===== config.mk =====
export PLATFORM = sky130hd
export DESIGN_NAME = ram_sequencer
export DESIGN_NICKNAME = d
export VERILOG_FILES = /design/src/rtl/ram_seq_pkg.sv /design/src/rtl/ram_sequencer_tick_divider.sv /design/src/rtl/ram_sequencer.sv
export SDC_FILE = /design/constraint.sdc
export NUM_CORES = 1
export LEC_CHECK = 0
export CORE_ASPECT_RATIO = 1.4
export CORE_UTILIZATION = 40
export CTS_BUF_LIST = sky130_fd_sc_hd__clkbuf_4 sky130_fd_sc_hd__clkbuf_8
export DETAILED_ROUTE_END_ITERATION = 10
export PLACE_DENSITY = 0.59
export SKIP_CTS_REPAIR_TIMING = 1
export SLEW_MARGIN = 10
export SYNTH_ARGS = -nofsm -noshare
export SYNTH_HDL_FRONTEND = slang
export SYNTH_SLANG_ARGS = --single-unit

===== constraint.sdc =====
create_clock -name clock -period 5.4 [get_ports clock]
set_clock_uncertainty 0.1 [all_clocks]
set_input_delay 0.54 -clock clock [delete_from_list [all_inputs] [get_ports clock]]
set_output_delay 0.54 -clock clock [all_outputs]
set_load 0.01 [all_outputs]

===== src/rtl/ram_seq_pkg.sv =====
// ram_seq_pkg: shared definitions for the RAM sequencer slice.
//   ADDR_W_DEF / DATA_W_DEF : default RAM geometry (32 x 8)
//   DEPTH                   : number of RAM words at the default geometry
//   seq_state_t             : sequencer FSM state encoding
package ram_seq_pkg;

    localparam int ADDR_W_DEF = 5;
    localparam int DATA_W_DEF = 8;
    localparam int DEPTH      = 2 ** ADDR_W_DEF;

    typedef enum logic [2:0] {
        IDLE,
        WRITE,
        SCAN_WAIT,
        SCAN_READ,
        SCAN_CAPT
    } seq_state_t;

endpackage


===== src/rtl/ram_sequencer_tick_divider.sv =====
// tick_divider: free-running divider that paces the read-back sweep.
//   clock  : system clock
//   resetn : asynchronous active-low reset
//   run    : count while high; counter is held at zero while low
//   tick   : one-cycle pulse in the cycle the counter sits at TICK_DIV-1
module tick_divider #(
    parameter int TICK_DIV = 50000000
) (
    input  logic clock,
    input  logic resetn,
    input  logic run,
    output logic tick
);

    localparam int CNT_W = (TICK_DIV > 1) ? $clog2(TICK_DIV) : 1;
    localparam logic [CNT_W-1:0] LAST = CNT_W'(TICK_DIV - 1);
    localparam logic [CNT_W-1:0] ONE  = CNT_W'(1);

    logic [CNT_W-1:0] cnt;

    assign tick = run && (cnt == LAST);

    always_ff @(posedge clock or negedge resetn) begin
        if (!resetn) begin
            cnt <= '0;
        end else if (!run || tick) begin
            cnt <= '0;
        end else begin
            cnt <= cnt + ONE;
        end
    end

endmodule


===== src/rtl/ram_sequencer.sv =====
// ram_sequencer: fills a single-port registered-read RAM from switches on
// each load_key rising edge and sweeps the filled region at a timed rate,
// presenting each read-back byte and its address to the display stage.
//   clock, resetn          : clock / asynchronous active-low reset
//   data_in, load_key      : byte to store, load request level
//   clear, scan_en         : synchronous buffer clear, sweep enable level
//   mem_addr/din/wren      : RAM control (owned entirely by this block)
//   mem_dout               : RAM read data, one cycle after the address
//   disp_addr/data/valid   : displayed byte, its address, real-read flag
//   count, full            : bytes stored (0..DEPTH), count == DEPTH
// Build option SEQ_WRAP_EN: when defined, a load into a full buffer
// overwrites the oldest byte (ring behaviour); otherwise it is ignored.
module ram_sequencer
    import ram_seq_pkg::*;
#(
    parameter int ADDR_W   = ADDR_W_DEF,
    parameter int DATA_W   = DATA_W_DEF,
    parameter int TICK_DIV = 50000000
) (
    input  logic              clock,
    input  logic              resetn,
    input  logic [DATA_W-1:0] data_in,
    input  logic              load_key,
    input  logic              clear,
    input  logic              scan_en,
    output logic [ADDR_W-1:0] mem_addr,
    output logic [DATA_W-1:0] mem_din,
    output logic              mem_wren,
    input  logic [DATA_W-1:0] mem_dout,
    output logic [ADDR_W-1:0] disp_addr,
    output logic [DATA_W-1:0] disp_data,
    output logic              disp_valid,
    output logic [ADDR_W:0]   count,
    output logic              full
);

`ifdef SEQ_WRAP_EN
    localparam bit WRAP_EN = 1'b1;
`else
    localparam bit WRAP_EN = 1'b0;
`endif

    localparam int              DEPTH_N  = 1 << ADDR_W;
    localparam logic [ADDR_W:0] FULL_CNT = (ADDR_W + 1)'(DEPTH_N);
    localparam logic [ADDR_W:0] ONE_C    = (ADDR_W + 1)'(1);
    localparam logic [ADDR_W-1:0] ONE_A  = ADDR_W'(1);

    seq_state_t        state;
    logic              load_q;
    logic [DATA_W-1:0] din_q;
    logic [ADDR_W-1:0] wr_ptr;
    logic [ADDR_W-1:0] scan_ptr;
    logic [ADDR_W:0]   count_q;

    logic              load_evt;
    logic              accept_load;
    logic              run;
    logic              tick;
    logic [ADDR_W:0]   scan_inc;

    assign load_evt = load_key && !load_q;
    assign full     = (count_q == FULL_CNT);
    assign count    = count_q;

    // Loads arriving during WRITE are dropped; loads into a full buffer
    // only proceed in ring mode.
    assign accept_load = load_evt && (state != WRITE) && (!full || WRAP_EN);

    // Gate the divider with everything that would pull the FSM out of
    // SCAN_WAIT this cycle so the counter restarts from zero on re-entry.
    assign run = (state == SCAN_WAIT) && scan_en && !clear && !accept_load;

    // Scan pointer advance, compared at count width so a full buffer
    // (count == DEPTH) wraps 31 -> 0 correctly.
    assign scan_inc = {1'b0, scan_ptr} + ONE_C;

    // RAM controls decode straight from registered state; outside WRITE
    // the read port simply follows the scan pointer.
    assign mem_wren = (state == WRITE);
    assign mem_addr = (state == WRITE) ? wr_ptr : scan_ptr;
    assign mem_din  = din_q;

    tick_divider #(
        .TICK_DIV (TICK_DIV)
    ) u_tick (
        .clock  (clock),
        .resetn (resetn),
        .run    (run),
        .tick   (tick)
    );

    always_ff @(posedge clock or negedge resetn) begin
        if (!resetn) begin
            state      <= IDLE;
            load_q     <= 1'b0;
            din_q      <= '0;
            wr_ptr     <= '0;
            scan_ptr   <= '0;
            count_q    <= '0;
            disp_addr  <= '0;
            disp_data  <= '0;
            disp_valid <= 1'b0;
        end else begin
            load_q <= load_key;
            if (clear) begin
                state      <= IDLE;
                wr_ptr     <= '0;
                scan_ptr   <= '0;
                count_q    <= '0;
                disp_valid <= 1'b0;
            end else if (accept_load) begin
                din_q <= data_in;
                state <= WRITE;
            end else begin
                case (state)
                    IDLE: begin
                        if (scan_en && (count_q != '0)) begin
                            state <= SCAN_WAIT;
                        end
                    end
                    WRITE: begin
                        wr_ptr <= wr_ptr + ONE_A;
                        if (!full) begin
                            count_q <= count_q + ONE_C;
                        end
                        state <= IDLE;
                    end
                    SCAN_WAIT: begin
                        if (!scan_en) begin
                            state <= IDLE;
                        end else if (tick) begin
                            state <= SCAN_READ;
                        end
                    end
                    SCAN_READ: begin
                        state <= scan_en ? SCAN_CAPT : IDLE;
                    end
                    SCAN_CAPT: begin
                        if (!scan_en) begin
                            state <= IDLE;
                        end else begin
                            disp_data  <= mem_dout;
                            disp_addr  <= scan_ptr;
                            disp_valid <= 1'b1;
                            scan_ptr   <= (scan_inc == count_q) ? '0 : scan_inc[ADDR_W-1:0];
                            state      <= SCAN_WAIT;
                        end
                    end
                    default: state <= IDLE;
                endcase
            end
        end
    end

endmodule


# Yosys cells after proc, flatten, opt, wreduce, memory -nomap -nowiden
# Index checks and enable logic that the tools add are counted.
# totals
ff_bits	68
inputBits	21
output_inout_bits	35
word_cells	79
# op_classes
add_sub_neg	4
n_eq_ne	12
mux	26
n_bitwise	2
reduce_logical	25
# ops
op	n
two-way mux 5 bit	9
adder 26 x 1 -> 26 bit, second input constant	1
== test 26 bit, second input constant	1
two-way mux 26 bit	1
two-way mux 6 bit	4
two-way mux 3 bit	6
one-hot mux 3 bit (4 select lines)	1
logical AND 1 bit	8
adder 5 x 1 -> 6 bit, second input constant	1
adder 6 x 1 -> 6 bit, second input constant	1
== test 3 x 2 -> 1 bit, second input constant	2
== test 6 bit	1
== test 6 bit, second input constant	1
AND reduction 2 bit	3
AND reduction 3 bit	2
nonzero test 2 bit	3
nonzero test 6 bit	1
adder 5 x 1 -> 5 bit, second input constant	1
zero test 1 bit	5
!= test 5 x 4 -> 1 bit, second input constant	1
two-way mux 1 bit	4
!= test 2 bit, second input constant	2
!= test 4 bit, second input constant	1
AND reduction 4 bit	1
7 further kinds	8

# Longest topological paths before layout
# Gate-level depths: netlist (run 1).
# logic_depth
word_depth	12
mapped_depth	9
ltp_nobuf	7

# By module
# From an unflattened synthesis (run 1), not the netlist that was laid out.
# unflattened
cells_unflattened	326
hier_area_um2	3487.1
# by_module_without_submodules
mod	instances	cells_per_inst	area_each_um2	seq_area_each_um2
ram_sequencer	1	174	2064.5	1051.0
tick_divider	1	152	1422.6	650.6

# Worst setup path after synthesis (run 1)
# OpenSTA, ideal clock, no wires.
# synth_path
path_type	flip-flop to flip-flop
start	register scan_ptr[0]
end	register scan_ptr[2]
setup_ns	0.131
arrival_ns	2.073
path_slack_ns	3.095
path_stages_with_launch	8
synth_period_minus_slack_ns	2.305
path_cell_list	dfrtp_1 ha_1 xor2_1 a311o_1 or4b_1 buf_2 o2111ai_1 nand3_1
# synth_via
elab_chain_cells	7
# synth_rtl
item	line_no	text
start, declared	ram_sequencer.sv:52	logic [ADDR_W-1:0] scan_ptr;
start signal, assigned	ram_sequencer.sv:145	scan_ptr <= (scan_inc == count_q) ? '0 : scan_inc[ADDR_W-1:0];
adder 5 x 1 -> 6 bit *	ram_sequencer.sv:75	assign scan_inc = {1'b0, scan_ptr} + ONE_C;
== test 6 bit	ram_sequencer.sv:145	
two-way mux 5 bit *	ram_sequencer.sv:145	
two-way mux 5 bit *	ram_sequencer.sv:139	if (!scan_en) begin
two-way mux 5 bit *	ram_sequencer.sv:115	case (state)
two-way mux 5 bit *	ram_sequencer.sv:111	end else if (accept_load) begin
two-way mux 5 bit *	ram_sequencer.sv:105	if (clear) begin
# Mark *: on every way between the ends. The rest lies on a longest branch, timed or not. The select of a mux whose other input is x is not followed.
# A chain may end at the register's enable or synchronous reset.

# Final worst setup path (run 1)
# layout_path
start	register count_q[0] (netlist: count[0])
end	output port full
# layout_via
elab_chain_cells	1
# layout_rtl
item	line_no	text
start, declared	ram_sequencer.sv:53	logic [ADDR_W:0] count_q;
start signal, assigned	ram_sequencer.sv:124	count_q <= count_q + ONE_C;
== test 6 bit	ram_sequencer.sv:62	assign full = (count_q == FULL_CNT);
end, declared	ram_sequencer.sv:34	output logic full
# Every way passes these cells.

==> results of run 1 <==
critical path, stage by stage, from the launching register on:
cell             delay, ns
dfrtp_1               0.46
inv_1                 0.09
ha_1                  0.14
nor4b_1               0.41
and2_1                0.29
clkdlybuf4s50_1       0.56
registers in the layout (all words and copies together), names as in the netlist:
register    cells
state           3
mem_din         8
count           6
u_tick.cnt     26
disp_valid      1
load_q          1
wr_ptr          5
scan_ptr        5
disp_data       8
disp_addr       5
cell usage in the layout (no fill, tap or decap), types with 2 or more instances in the layout:
| master | instances |
|---|---|
| a21oi_1 | 3 |
| xor2_1 | 28 |
| nor3b_1 | 2 |
| o21ai_0 | 5 |
| nor4_1 | 5 |
| ha_1 | 5 |
| nand3_1 | 14 |
| nand4_1 | 13 |
| mux2i_1 | 2 |
| and4_1 | 3 |
| nor4b_1 | 2 |
| nor2_1 | 43 |
| buf_4 | 2 |
| inv_1 | 9 |
| and3_1 | 5 |
| and2_1 | 4 |
| bufinv_16 | 2 |
| nand2_1 | 19 |
| nor3_1 | 7 |
| o2111ai_1 | 3 |
| mux2_2 | 25 |
| xnor2_1 | 9 |
| dfrtp_1 | 68 |
| nor2b_1 | 2 |
| clkbuf_8 | 9 |
| clkinv_2 | 3 |
| clkdlybuf4s50_1 | 54 |
| nand4b_1 | 2 |
layer usage:
metal	track usage (%)	up-vias	wire length, µm
met5	0	-	0
met4	7.013	0	118
met3	4.730	8	192
met2	29.56	33	3395
met1	20.00	1179	2913
li1	-	1189	-
power breakdown:
| part | switching [W] | total, W | internal [W] |
|---|---|---|---|
| registers | 0.00000822 | 0.000532 | 0.000524 |
| logic | 0.0000383 | 0.0000904 | 0.0000521 |
| clock network | 0.000199 | 0.000457 | 0.000258 |
| total | 0.000245 | 0.00108 | 0.000834 |
cells by family (layout without fill, tap and decap cells):
group	after synthesis	count (layout)
XOR/XNOR	37	37
AO/OA/AOI/OAI	20	20
multiplexers	27	27
flip-flops	68	68
buffers and inverters	22	82
AND/OR/NAND/NOR	130	130
adder cells (fa/ha/maj)	6	6
cell type report:
class,instances,share of cell area (%)
sequential,68,40.99
multi-input combinational,220,36.44
timing repair buffer,57,13.50
tap,102,3.074
clock buffer,9,2.984
clock inverter,7,2.200
inverter,9,0.8137
how the worst max path moves through the flow:
| stage | to | slack [ns] | cells after the start |
|---|---|---|---|
| after CTS | full | 2.43 | 5 |
| after global routing | full | 2.27 | 5 |
| final | full | 2.47 | 5 |
| after floorplan | scan_ptr[2]$_DFFE_PN0P_ | 3.10 | 7 |
| after detailed placement | disp_addr[1]$_DFFE_PN0P_ | 2.51 | 4 |
| after global placement | disp_data[1]$_DFFE_PN0P_ | 2.56 | 4 |
metrics by stage:
stage	hold slack [ns]	std cells
finish	0.2517	472
global route	0.3710	472
CTS	0.3202	472
detailed placement	0.3910	456
global placement	0.3841	456
floorplan	0.1444	310
==> impl_metrics.csv, run 1 <==
group,metric,value,unit
run_status,outcome,"finished clean",
cts,clk_latency,0.35,ns
logic_synthesis,synth_cell_types,45,
grt,grt_pass1_wl,11300,µm
die,dieArea,8688,µm²
logic_synthesis,syn_nets,336,
worst_hold_path,hp-class,"input port to async pin",
grt,track_usage,17.15,%
place,io_buffers,55,
die,die_h,109.9,µm
layout,syn2layout_area_growth,24.83,%
layout,nets,391,
layout,num_antenna_cells,0,
logic_synthesis,synth_mux_area_share,9.067,%
die,io-pin-count,56,
logic_synthesis,synth_compound_area_share,4.327,%
sta,relSlewSlack,40.63,%
sta,fin_ws,2.469,ns
layout,layout-drive-gt1-share,13.24,%
routing,drt-wirelength-per-cell,14.03,µm
sta,period_share,54.28,%
flow_run,cap_violations,0,
power_and_ir_drop,p_leak,1.783,nW
logic_synthesis,synth-simple-area-share,20.17,%
routing,drt_iter0_drc,73,
logic_synthesis,synth_largest_area_cell,"dfrtp_1",
grt,grt_pass1_vias,2367,
routing,drc,0,
setup_path,r2r-start,"count[0]$_DFFE_PN0P_",
logic_synthesis,netlist_top_cells_area,"dfrtp_1 (51%), mux2_2 (8.5%), xor2_1 (7.4%)",
logic_synthesis,synth_ff_type,"dfrtp_1",
cts,clock-root-buffer,"clkbuf_8",
setup_path,crit_path_start,"count[0]$_DFFE_PN0P_",
routing,vias_per_cell,5.104,
power_and_ir_drop,p_total,0.001079,W
sta,finalSetupViolations,0,
cts,cts_buffers,9,
logic_synthesis,yosysSeqAreaShare,51.17,%
cts,path_clk_slew,0.07,ns
logic_synthesis,yosys.area_share.adder,2.182,%
routing,wirelength,6620,µm
logic_synthesis,synth_top_area_share,51.17,%
layout,seq_area,1702,µm²
setup_path,r2r_cells,6,
setup_path,crit_arrival,2.29,ns
logic_synthesis,synth_area,3326,µm²
grt,grt-ovfl-total,0,
layout,multi_input_area,1513,µm²
routing,vias,2409,
die,initial_core_util,41.06,%
routing,drt-pass1-iter-count,4,
logic_synthesis,async_flop_share,100.0,%
sta,setup_tns,0,ns
sta,rsz0062_at_grt,"false",
place,gp_congestion,0.7624,
sta,fmax,341.2,MHz
setup_path,cp-start-kind,"flop",
logic_synthesis,ys.warnings.count,0,
logic_synthesis,synth_common_cells,"dfrtp_1 (68), nor2_1 (43), xor2_1 (28), mux2_2 (25), nand2_1 (19)",
die,die_w,79.07,µm
cts,cts.sinks,68,
die,rows,39,
sta,drv_slew,0,
sta,hold_violations,0,
die,coreArea,8100,µm²
place,dp_hpwl,4494,µm
place,post_dp_cell_area,3936,µm²
logic_synthesis,synth_most_common_cell,"dfrtp_1",
sta,tightest_slew,0.8906,ns
power_and_ir_drop,peakVddDrop,0.2720,mV
cts,htree_levels,3,
grt,grt_max_degree,69,
grt,antenna_found_initial,0,
setup_path,cp_max_fo,6,
logic_synthesis,synth-seq-cells,68,
setup_path,end_kind,"output pin",
logic_synthesis,synth_edf_count,0,
layout,nFillCells,774,
setup_path,r2r_setup_slack,2.66,ns
logic_synthesis,synthXorXnorAreaFrac,9.744,%
sta,fin_crit,2.931,ns
logic_synthesis,syn_inst,310,
logic_synthesis,synth_area_per_cell,10.73,µm²
power_and_ir_drop,powerDensity,260.0,nW/µm²
place,dpl_worst_slack,2.515,ns
routing,ant_nets,0,
layout,post-route-cell-area,4151,µm²
setup_path,worstPathRequired,4.76,ns
setup_path,worstSetupPathType,"flop to output pin",
setup_path,r2r-end,"disp_data[2]$_DFFE_PN0P_",
logic_synthesis,synth_top_family_by_area,"simple AND/OR/NAND/NOR gates",
cts,cts_buffer_depth,2,
layout,utilization,51.25,%
cts,cts_tree,"yes",
Note: power is estimated with default switching activity, not from simulation.
==> inputs of run 2 (changes only) <==
==> constraint.sdc (replaced) <==
create_clock -name clock -period 2.89 [get_ports clock]
set_clock_uncertainty 0.1 [all_clocks]
set_input_delay 0.289 -clock clock [delete_from_list [all_inputs] [get_ports clock]]
set_output_delay 0.289 -clock clock [all_outputs]
set_load 0.01 [all_outputs]
==> impl_metrics.csv, run 2 (synthesis results as in run 1) <==
group,metric,value,unit
grt,track_usage,18.42,%
setup_path,crit_path_start,"state[1]$_DFFE_PN0P_",
sta,whs,0.3245,ns
setup_path,r2r-start,"scan_ptr[0]$_DFFE_PN0P_",
place,gp_congestion,0.8037,
die,initial_core_util,41.06,%
layout,seq_area,1702,µm²
power_and_ir_drop,peakVddDrop,0.2128,mV
routing,wirelength,7236,µm
grt,grt_pass1_vias,2568,
routing,drt-wirelength-per-cell,15.14,µm
die,io-pin-count,56,
grt,grt_max_degree,39,
setup_path,worstSetupPathType,"flop to output pin",
setup_path,end_kind,"output pin",
sta,finalSetupViolations,0,
die,rows,39,
setup_path,r2r-end,"scan_ptr[2]$_DFFE_PN0P_",
worst_hold_path,hp-class,"input port to flop",
setup_path,crit_arrival,2.34,ns
grt,grt_pass1_wl,12140,µm
place,io_buffers,55,
sta,drv_slew,0,
setup_path,slowest_delay,0.48,ns
setup_path,crit_path_cell_trace,"nor3b_2 -> buf_4 -> mux2_2 -> clkdlybuf4s50_1",
layout,nets,398,
run_status,outcome,"finished clean",
sta,fin_crit,2.724,ns
sta,relSlewSlack,51.17,%
setup_path,crit_family,"buffers and inverters",
sta,hold_violations,0,
cts,clock-root-buffer,"clkbuf_8",
layout,nFillCells,748,
sta,rsz0062_at_grt,"false",
cts,htree_levels,3,
cts,clk_latency,0.35,ns
flow_run,cap_violations,0,
sta,tightest_slew,0.7325,ns
setup_path,r2r_setup_slack,0.37,ns
power_and_ir_drop,p_leak,1.833,nW
routing,ant_nets,0,
setup_path,cp-start-kind,"flop",
cts,cts_buffers,9,
setup_path,timing.critical_path.buf_inv,2,
grt,antenna_found_initial,0,
layout,multi_input_area,1513,µm²
worst_hold_path,min_delay_path_depth,1,
routing,drt-pass1-iter-count,4,
place,dp_hpwl,5038,µm
power_and_ir_drop,powerDensity,482.8,nW/µm²
layout,most-common-layout-cells,"dfrtp_1 (68), clkdlybuf4s50_1 (54), nor2_1 (43)",
cts,cts_buffer_depth,2,
sta,fmax,367.1,MHz
setup_path,crit_path_end,"mem_addr[1]",
layout,top_register,"u_tick.cnt",
routing,drc,0,
sta,period_share,94.27,%
die,dieArea,8688,µm²
grt,grt-ovfl-total,0,
sta,setup_tns,0,ns
die,die_w,79.07,µm
setup_path,cp_slowest_cell,"clkdlybuf4s50_1",
routing,vias_per_cell,5.199,
cts,cts.sinks,68,
layout,num_antenna_cells,0,
setup_path,cp_max_fo,12,
layout,final_common_cell,"dfrtp_1",
cts,cts_tree,"yes",
cts,path_clk_slew,0.07,ns
layout,largest_reg_flops,26,
routing,drt_iter0_drc,113,
die,coreArea,8100,µm²
setup_path,worstPathRequired,2.50,ns
layout,syn2layout_area_growth,27.35,%
routing,vias,2485,
setup_path,crit_cells,4,
layout,layout-drive-gt1-share,14.36,%
die,die_h,109.9,µm
setup_path,r2r_cells,6,
[run 2: cell count changes in the layout (fill, tap and decap cells not counted)]
cell           before  now
clkbuf_8            9   10
buf_12              0    2
buf_4               2    6
clkinv_2            3    1
clkinvlp_4          1    0
dlygate4sd3_1       0    1
clkbuf_4            0    1
[run 2: worst min path at each step]
| stage | startpoint | to | slack [ns] |
|---|---|---|---|
| detailed placement | resetn | wr_ptr[2]$_DFFE_PN0P_ | 0.30 |
| floorplan | resetn | count[0]$_DFFE_PN0P_ | -0.11 |
| finish | load_key | load_q$_DFF_PN0_ | 0.32 |
| global route | load_key | load_q$_DFF_PN0_ | 0.33 |
| CTS | resetn | wr_ptr[2]$_DFFE_PN0P_ | -0.09 |
| global placement | resetn | wr_ptr[2]$_DFFE_PN0P_ | 0.30 |
[run 2: cell type report]
type	instances	area share, %
Tap cell	102	3.013
Clock inverter	4	1.743
Timing Repair Buffer	64	15.13
Multi-Input combinational cell	220	35.72
Inverter	9	0.7976
Sequential cell	68	40.18
Clock buffer	11	3.427
[run 2: stage by stage]
step	instances	instance area, µm²	total power (W)	utilization, %	setup slack [ns]
2_1_floorplan	310	3326	0.001075	-	0.5853
3_3_place_gp	462	4006	0.001190	49.46	0.4598
3_5_place_dp	462	4006	0.001191	49.46	0.3786
4_1_cts	477	4225	0.002072	52.16	0.1402
5_1_grt	478	4235	0.002127	52.29	0.03987
6_report	478	4235	0.002045	52.29	0.1656
[run 2: power breakdown]
| group | leakage [nW] | switching, W | internal, W |
|---|---|---|---|
| clock | 0.113 | 0.000360 | 0.000514 |
| combinational | 0.791 | 0.0000734 | 0.000101 |
| sequential | 0.930 | 0.0000167 | 0.000979 |
| total | 1.83 | 0.000450 | 0.00160 |
[run 2: worst reg2reg max path, stage by stage, from the launching register on]
cell       delay [ns]
dfrtp_1          0.47
ha_1             0.30
and2_1           0.22
a311o_1          0.32
or4b_1           0.65
o2111ai_1        0.25
nand3_1          0.10
[run 2: layer usage]
metal	share of wire (%)	global-route usage [%]	routed length, µm
met5	0	0	0
met3	2.5	4.232	182
met4	1.8	7.922	127
met1	42	20.39	3029
met2	54	33.44	3896
